===== src/rtl/centroid_divider_pkg.sv =====
// Shared widths, derived divider step count and state encoding for the
// centroid divider and its sequential restoring divider.
package centroid_divider_pkg;

  localparam int SUM_S_W   = 20;
  localparam int SUM_XY_W  = 28;
  localparam int COORD_W   = 10;
  localparam int FRAC_W    = 4;
  localparam int DIV_STEPS = SUM_XY_W + FRAC_W;

  typedef enum logic [2:0] {
    IDLE,
    LOAD_X,
    DIV_X,
    LOAD_Y,
    DIV_Y,
    OUT
  } state_t;

endpackage


===== src/rtl/seq_restoring_div.sv =====
// Radix-2 restoring divider, one quotient bit per iSTEP, DIVIDEND_WIDTH steps.
// oQUOTIENT_NEXT exposes the value the quotient takes after the current step.
module seq_restoring_div
  import centroid_divider_pkg::*;
#(
  parameter int DIVIDEND_WIDTH = DIV_STEPS,
  parameter int DIVISOR_WIDTH  = SUM_S_W
) (
  input  logic                      CCLK,
  input  logic                      RST,
  input  logic                      iLOAD,
  input  logic                      iSTEP,
  input  logic [DIVIDEND_WIDTH-1:0] iDIVIDEND,
  input  logic [DIVISOR_WIDTH-1:0]  iDIVISOR,
  output logic [DIVIDEND_WIDTH-1:0] oQUOTIENT,
  output logic [DIVIDEND_WIDTH-1:0] oQUOTIENT_NEXT,
  output logic [DIVISOR_WIDTH:0]    oREMAINDER,
  output logic                      oLAST,
  output logic                      oDONE
);

  localparam int CW = $clog2(DIVIDEND_WIDTH + 1);

  logic [DIVISOR_WIDTH:0]    rem;
  logic [DIVISOR_WIDTH:0]    rem_next;
  logic [DIVISOR_WIDTH:0]    shifted;
  logic [DIVIDEND_WIDTH-1:0] quo;
  logic [DIVIDEND_WIDTH-1:0] quo_next;
  logic [DIVISOR_WIDTH-1:0]  divisor;
  logic [CW-1:0]             count;
  logic                      fits;

  // The remainder stays below the divisor, so the shifted partial remainder
  // always fits in DIVISOR_WIDTH+1 bits.
  always_comb begin
    shifted  = {rem[DIVISOR_WIDTH-1:0], quo[DIVIDEND_WIDTH-1]};
    fits     = (shifted >= {1'b0, divisor});
    rem_next = fits ? (shifted - {1'b0, divisor}) : shifted;
    quo_next = {quo[DIVIDEND_WIDTH-2:0], fits};
  end

  always_ff @(posedge CCLK) begin
    if (RST) begin
      rem     <= '0;
      quo     <= '0;
      divisor <= '0;
      count   <= '0;
    end else if (iLOAD) begin
      rem     <= '0;
      quo     <= iDIVIDEND;
      divisor <= iDIVISOR;
      count   <= '0;
    end else if (iSTEP && !oDONE) begin
      rem     <= rem_next;
      quo     <= quo_next;
      count   <= count + 1'b1;
    end
  end

  assign oQUOTIENT      = quo;
  assign oQUOTIENT_NEXT = quo_next;
  assign oREMAINDER     = rem;
  assign oDONE          = (count == CW'(DIVIDEND_WIDTH));
  assign oLAST          = iSTEP && (count == CW'(DIVIDEND_WIDTH - 1));

endmodule


===== src/rtl/centroid_divider.sv =====
// Pupil centroid: cx = sum_sx/sum_s, cy = sum_sy/sum_s as UQ fixed point,
// computed with one time-shared divider and offered over valid/ready.
module centroid_divider
  import centroid_divider_pkg::*;
#(
  parameter int SUM_S_WIDTH  = SUM_S_W,
  parameter int SUM_XY_WIDTH = SUM_XY_W,
  parameter int COORD_WIDTH  = COORD_W,
  parameter int FRAC_WIDTH   = FRAC_W
) (
  input  logic                              CCLK,
  input  logic                              RST,
  input  logic                              iSTART,
  input  logic [SUM_S_WIDTH-1:0]            iSUM_S,
  input  logic [SUM_XY_WIDTH-1:0]           iSUM_SX,
  input  logic [SUM_XY_WIDTH-1:0]           iSUM_SY,
  output logic                              oBUSY,
  output logic                              oVALID,
  input  logic                              iREADY,
  output logic [COORD_WIDTH+FRAC_WIDTH-1:0] oCX,
  output logic [COORD_WIDTH+FRAC_WIDTH-1:0] oCY,
  output logic                              oZERO,
  output logic                              oOVF
);

  localparam int N  = SUM_XY_WIDTH + FRAC_WIDTH;
  localparam int OW = COORD_WIDTH + FRAC_WIDTH;

  state_t                  state;
  logic [SUM_S_WIDTH-1:0]  sum_s;
  logic [SUM_XY_WIDTH-1:0] sum_sx;
  logic [SUM_XY_WIDTH-1:0] sum_sy;
  logic [OW-1:0]           cx_hold;
  logic                    ovf_x;

  logic                    div_load;
  logic                    div_step;
  logic [N-1:0]            div_dividend;
  logic [N-1:0]            div_quotient;
  logic [N-1:0]            div_quotient_next;
  logic [SUM_S_WIDTH:0]    unused_rem;
  logic                    unused_done;
  logic                    div_last;

  function automatic logic over_range(input logic [N-1:0] q);
    return |q[N-1:OW];
  endfunction

  function automatic logic [OW-1:0] saturate(input logic [N-1:0] q);
    return over_range(q) ? {OW{1'b1}} : q[OW-1:0];
  endfunction

  assign div_load     = (state == LOAD_X) || (state == LOAD_Y);
  assign div_step     = (state == DIV_X) || (state == DIV_Y);
  assign div_dividend = (state == LOAD_Y) ? {sum_sy, {FRAC_WIDTH{1'b0}}}
                                          : {sum_sx, {FRAC_WIDTH{1'b0}}};

  seq_restoring_div #(
    .DIVIDEND_WIDTH(N),
    .DIVISOR_WIDTH (SUM_S_WIDTH)
  ) u_div (
    .CCLK          (CCLK),
    .RST           (RST),
    .iLOAD         (div_load),
    .iSTEP         (div_step),
    .iDIVIDEND     (div_dividend),
    .iDIVISOR      (sum_s),
    .oQUOTIENT     (div_quotient),
    .oQUOTIENT_NEXT(div_quotient_next),
    .oREMAINDER    (unused_rem),
    .oLAST         (div_last),
    .oDONE         (unused_done)
  );

  // The Y result is registered on the final divide step itself so the
  // result is presented straight out of DIV_Y without an extra cycle.
  always_ff @(posedge CCLK) begin
    if (RST) begin
      state   <= IDLE;
      sum_s   <= '0;
      sum_sx  <= '0;
      sum_sy  <= '0;
      cx_hold <= '0;
      ovf_x   <= 1'b0;
      oBUSY   <= 1'b0;
      oVALID  <= 1'b0;
      oCX     <= '0;
      oCY     <= '0;
      oZERO   <= 1'b0;
      oOVF    <= 1'b0;
    end else begin
      case (state)
        IDLE: begin
          if (iSTART) begin
            sum_s  <= iSUM_S;
            sum_sx <= iSUM_SX;
            sum_sy <= iSUM_SY;
            oBUSY  <= 1'b1;
            oOVF   <= 1'b0;
            if (iSUM_S == '0) begin
              oZERO  <= 1'b1;
              oCX    <= '0;
              oCY    <= '0;
              oVALID <= 1'b1;
              state  <= OUT;
            end else begin
              oZERO  <= 1'b0;
              state  <= LOAD_X;
            end
          end
        end
        LOAD_X: state <= DIV_X;
        DIV_X: begin
          if (div_last) state <= LOAD_Y;
        end
        LOAD_Y: begin
          cx_hold <= saturate(div_quotient);
          ovf_x   <= over_range(div_quotient);
          state   <= DIV_Y;
        end
        DIV_Y: begin
          if (div_last) begin
            oCX    <= cx_hold;
            oCY    <= saturate(div_quotient_next);
            oOVF   <= ovf_x | over_range(div_quotient_next);
            oVALID <= 1'b1;
            state  <= OUT;
          end
        end
        OUT: begin
          if (iREADY) begin
            oVALID <= 1'b0;
            oBUSY  <= 1'b0;
            state  <= IDLE;
          end
        end
        default: state <= IDLE;
      endcase
    end
  end

endmodule


===== config.mk =====
export PLATFORM = sky130hd
export DESIGN_NAME = centroid_divider
export DESIGN_NICKNAME = d
export VERILOG_FILES = /design/src/rtl/centroid_divider_pkg.sv /design/src/rtl/seq_restoring_div.sv /design/src/rtl/centroid_divider.sv
export SDC_FILE = /design/constraint.sdc
export NUM_CORES = 1
export LEC_CHECK = 0
export BUFFER_PORTS_ARGS = -buffer_cell sky130_fd_sc_hd__buf_2
export CAP_MARGIN = 20
export CORE_MARGIN = 1
export CORE_UTILIZATION = 45
export DETAILED_ROUTE_END_ITERATION = 8
export GPL_TIMING_DRIVEN = 0
export PLACE_DENSITY_LB_ADDON = 0.3
export SETUP_SLACK_MARGIN = 0.02
export SKIP_CTS_REPAIR_TIMING = 1
export SLEW_MARGIN = 20
export SYNTH_ARGS = -nofsm -noshare
export SYNTH_HDL_FRONTEND = slang
export SYNTH_SLANG_ARGS = --single-unit

===== constraint.sdc =====
create_clock -name CCLK -period 5.1 [get_ports CCLK]
set_input_delay 0.765 -clock CCLK [delete_from_list [all_inputs] [get_ports CCLK]]
set_output_delay 0.765 -clock CCLK [all_outputs]
set_load 0.05 [all_outputs]

==> out/metrics.cfg <==
[synthesis]
synth_seq_area_share = 0.454
synth.mux.area_fraction = 0.0457
synthesis.area_um2 = 9000
postSynthNetCount = 1221
synth_fa_ha_area_frac = 0.0328
synth_compound_gate_area_share = 0.208
synth_top_family_by_area = compound AO/OA/AOI/OAI gates
synth_largest_type_area_fraction = 0.454
synthMostInstantiatedCell = sky130_fd_sc_hd__nand2_1
yosys-top-cells-count = 241 x sky130_fd_sc_hd__nand2_1, 204 x sky130_fd_sc_hd__dfxtp_1, 186 x sky130_fd_sc_hd__a21oi_1, 73 x sky130_fd_sc_hd__nor2_1, 65 x sky130_fd_sc_hd__clkbuf_1
yosys_warnings = 0
ys_seq_elements = 204
avgSynthCellArea_um2 = 8.05
post_synth_xor_area_fraction = 0.0165
synth_area_leaders = sky130_fd_sc_hd__dfxtp_1 45%, sky130_fd_sc_hd__a21oi_1 10%, sky130_fd_sc_hd__nand2_1 10%, sky130_fd_sc_hd__mux2i_1 4.4%, sky130_fd_sc_hd__o221a_2 3.4%
asyncSetResetFlopFracSynth = 0
yosys.area_share.simple = 0.194
synth-edff-count = 0
syn_inst = 1118
synthDominantAreaCellType = sky130_fd_sc_hd__dfxtp_1
synth_cell_type_count = 57
yosys_most_used_dff = sky130_fd_sc_hd__dfxtp_1

[timing]
relSlewSlack = 0.476
worstMarginPinSlew_ns = 0.786
layout_worst_path_cycle_share = 0.565
clock.fmax_ghz = 0.347
rsz_0062_raised_after_global_routing = false
whs_ns = 0.448
hold_viol = 0
timing.setup.tns_ns = 0
final_report_max_slew_violation_count = 0
clock_skew_ns = 0.0173
finalCriticalPeriod_ns = 2.88
setup_viol = 0

[global_route]
first_global_vias = 7745
grt_overflow = 0
use_met3 = 0.0363
busiest_layer = met2
number_of_antenna_violations_at_the_first_check_in_global_routing = 0
global_route_wire_length_before_repair_um = 38700
grt_usage = 0.237
grt_start_max_net_pins = 14
gr-usage-met2 = 0.380
grt_met1_usage = 0.326

[pwr]
power.leakage_nw = 4.23
design_power_total_mw = 7.81
p_per_area_nw_per_um2 = 732
power.ir.vdd_worst_v = 0.000776

[clock_network]
ctsLongestPathBuffers = 3
clock-root-buffer = sky130_fd_sc_hd__clkbuf_16
cts-buffers-inserted = 22
clk_pin_slew_worst_paths_ns = 0.06
worst_skew_pair.late_latency_ns = 0.52
tritoncts = built
tritoncts_num_sinks = 204
cts_max_level = 1

[drt]
drc = 0
drt_first_iter_violations = 689
drtAntennaViolNets = 0
drtPass1Iterations = 7
overall_routed_net_length_um = 24100
route.vias.total = 8363
post_drt_wl_per_cell_um = 15.7
drt-vias-per-instance = 5.46

[floorplanning]
die_h_um = 143
coreArea_um2 = 19500
start_util = 0.461
boundaryPins = 112
dieArea_um2 = 20600
placement_rows = 51
die_w_um = 143

[hold_path]
min_path_type = register to register

[finish]
finalNetCount = 1355
post_route_cells_drive_above_1_share = 0.151
final_core_utilization = 0.547
areaGrowthSynthToFinish_pct = 18.6
diodes = 0

[worst_setup_path]
timing.critical_path.fanout_max = 6
cp_cell_sequence = inv_1, ha_1, inv_1, fa_1, a21oi_1, nand4b_1, and4b_1, or4_1, buf_2, and4_4, o31ai_1, a21oi_1
crit_family = simple AND/OR/NAND/NOR gates
worstSetupStartpointType = register
path_buf_inv = 3
critical_path_class = register to register
slowest_delay_ns = 0.50
required_time_of_the_critical_path_ns = 5.48
timing.critical_path.arrival_ns = 3.26
endpoint_kind = register
cp_slowest_cell = sky130_fd_sc_hd__or4_1

[placed_design]
input_output_buffers = 110
gpl.final_weighted_congestion = 0.888
hpwl_um = 17400

[run]
cap_viol_max_count = 0

[run_status]
run_status = finished clean

[per-layer routing]
| layer | share of wire | up-vias |
|---|---|---|
| met3 | 0.066 | 39 |
| met5 | 0 | - |
| met2 | 0.45 | 286 |
| met4 | 0.022 | 0 |
| li1 | - | 4159 |
| met1 | 0.47 | 3879 |
[final timing paths]
path	from	endpoint	slack, ns	depth (start not counted)
setup / recovery	u_div.oQUOTIENT[31]	u_div.oREMAINDER[16]	2.22	12
hold / removal	oCY[3]	oCY[3]	0.45	2
setup reg to reg	u_div.oQUOTIENT[31]	u_div.oREMAINDER[16]	2.22	12
hold reg to reg	oCY[3]	oCY[3]	0.45	2
[placed cells by master (no fill, tap or decap), drive strengths merged, types with 6 or more instances in the layout]
| cell | count |
|---|---|
| a211oi | 6 |
| a21oi | 187 |
| a22oi | 14 |
| and3 | 6 |
| buf | 123 |
| clkbuf | 99 |
| dfxtp | 204 |
| ha | 22 |
| inv | 31 |
| mux2i | 40 |
| nand2 | 241 |
| nand3 | 26 |
| nand4 | 7 |
| nor2 | 73 |
| nor3 | 20 |
| nor4 | 9 |
| o21ai | 45 |
| o221a | 27 |
| xnor2 | 7 |
| xor2 | 10 |
[stage by stage]
stage | std cells | setup slack, ns | instance area, um2
2_1_floorplan | 1118 | 2.66 | 9000
3_3_place_gp | 1493 | 1.84 | 9880
3_5_place_dp | 1493 | 2.12 | 9890
4_1_cts | 1533 | 2.26 | 10700
5_1_grt | 1533 | 2.10 | 10700
6_report | 1533 | 2.22 | 10700
[final cells by class]
type | count | area [um2]
fill | 1834 | 8850
multi-input combinational | 803 | 4480
sequential | 204 | 4080
clock buffer | 33 | 672
timing repair buffer | 110 | 551
tap | 265 | 332
buffer | 80 | 324
inverter | 31 | 116
clock inverter | 7 | 115
[tightest hold or removal path: stages, from the launching register on]
cell and delay [ns]:
sky130_fd_sc_hd__dfxtp_1 0.30, sky130_fd_sc_hd__nand2_1 0.05, sky130_fd_sc_hd__a21oi_1 0.05
[power by group]
part / leakage, nW / internal, mW / switching [mW]
combinational: 2.18 / 1.53 / 2.38
clock: 0.380 / 1.02 / 0.661
sequential: 1.66 / 1.95 / 0.280
[kinds of logic (layout without fill, tap and decap cells)]
kind of cell,Yosys count,count (layout)
mux,41,41
compound gates,312,312
buf+inv,111,261
xor+xnor,17,17
flops,204,204
simple gates,410,410
fa+ha+maj,23,23
[state kept, by name (all words and copies together) (netlist names), 14 cells and up]
| name | flops |
|---|---|
| cx_hold | 14 |
| sum_s | 20 |
| sum_sy | 28 |
| u_div.oQUOTIENT | 32 |
| u_div.oREMAINDER | 20 |
| u_div.divisor | 20 |
| oCY | 14 |
| oCX | 14 |
| sum_sx | 28 |
Note: power is estimated with default switching activity, not from simulation.
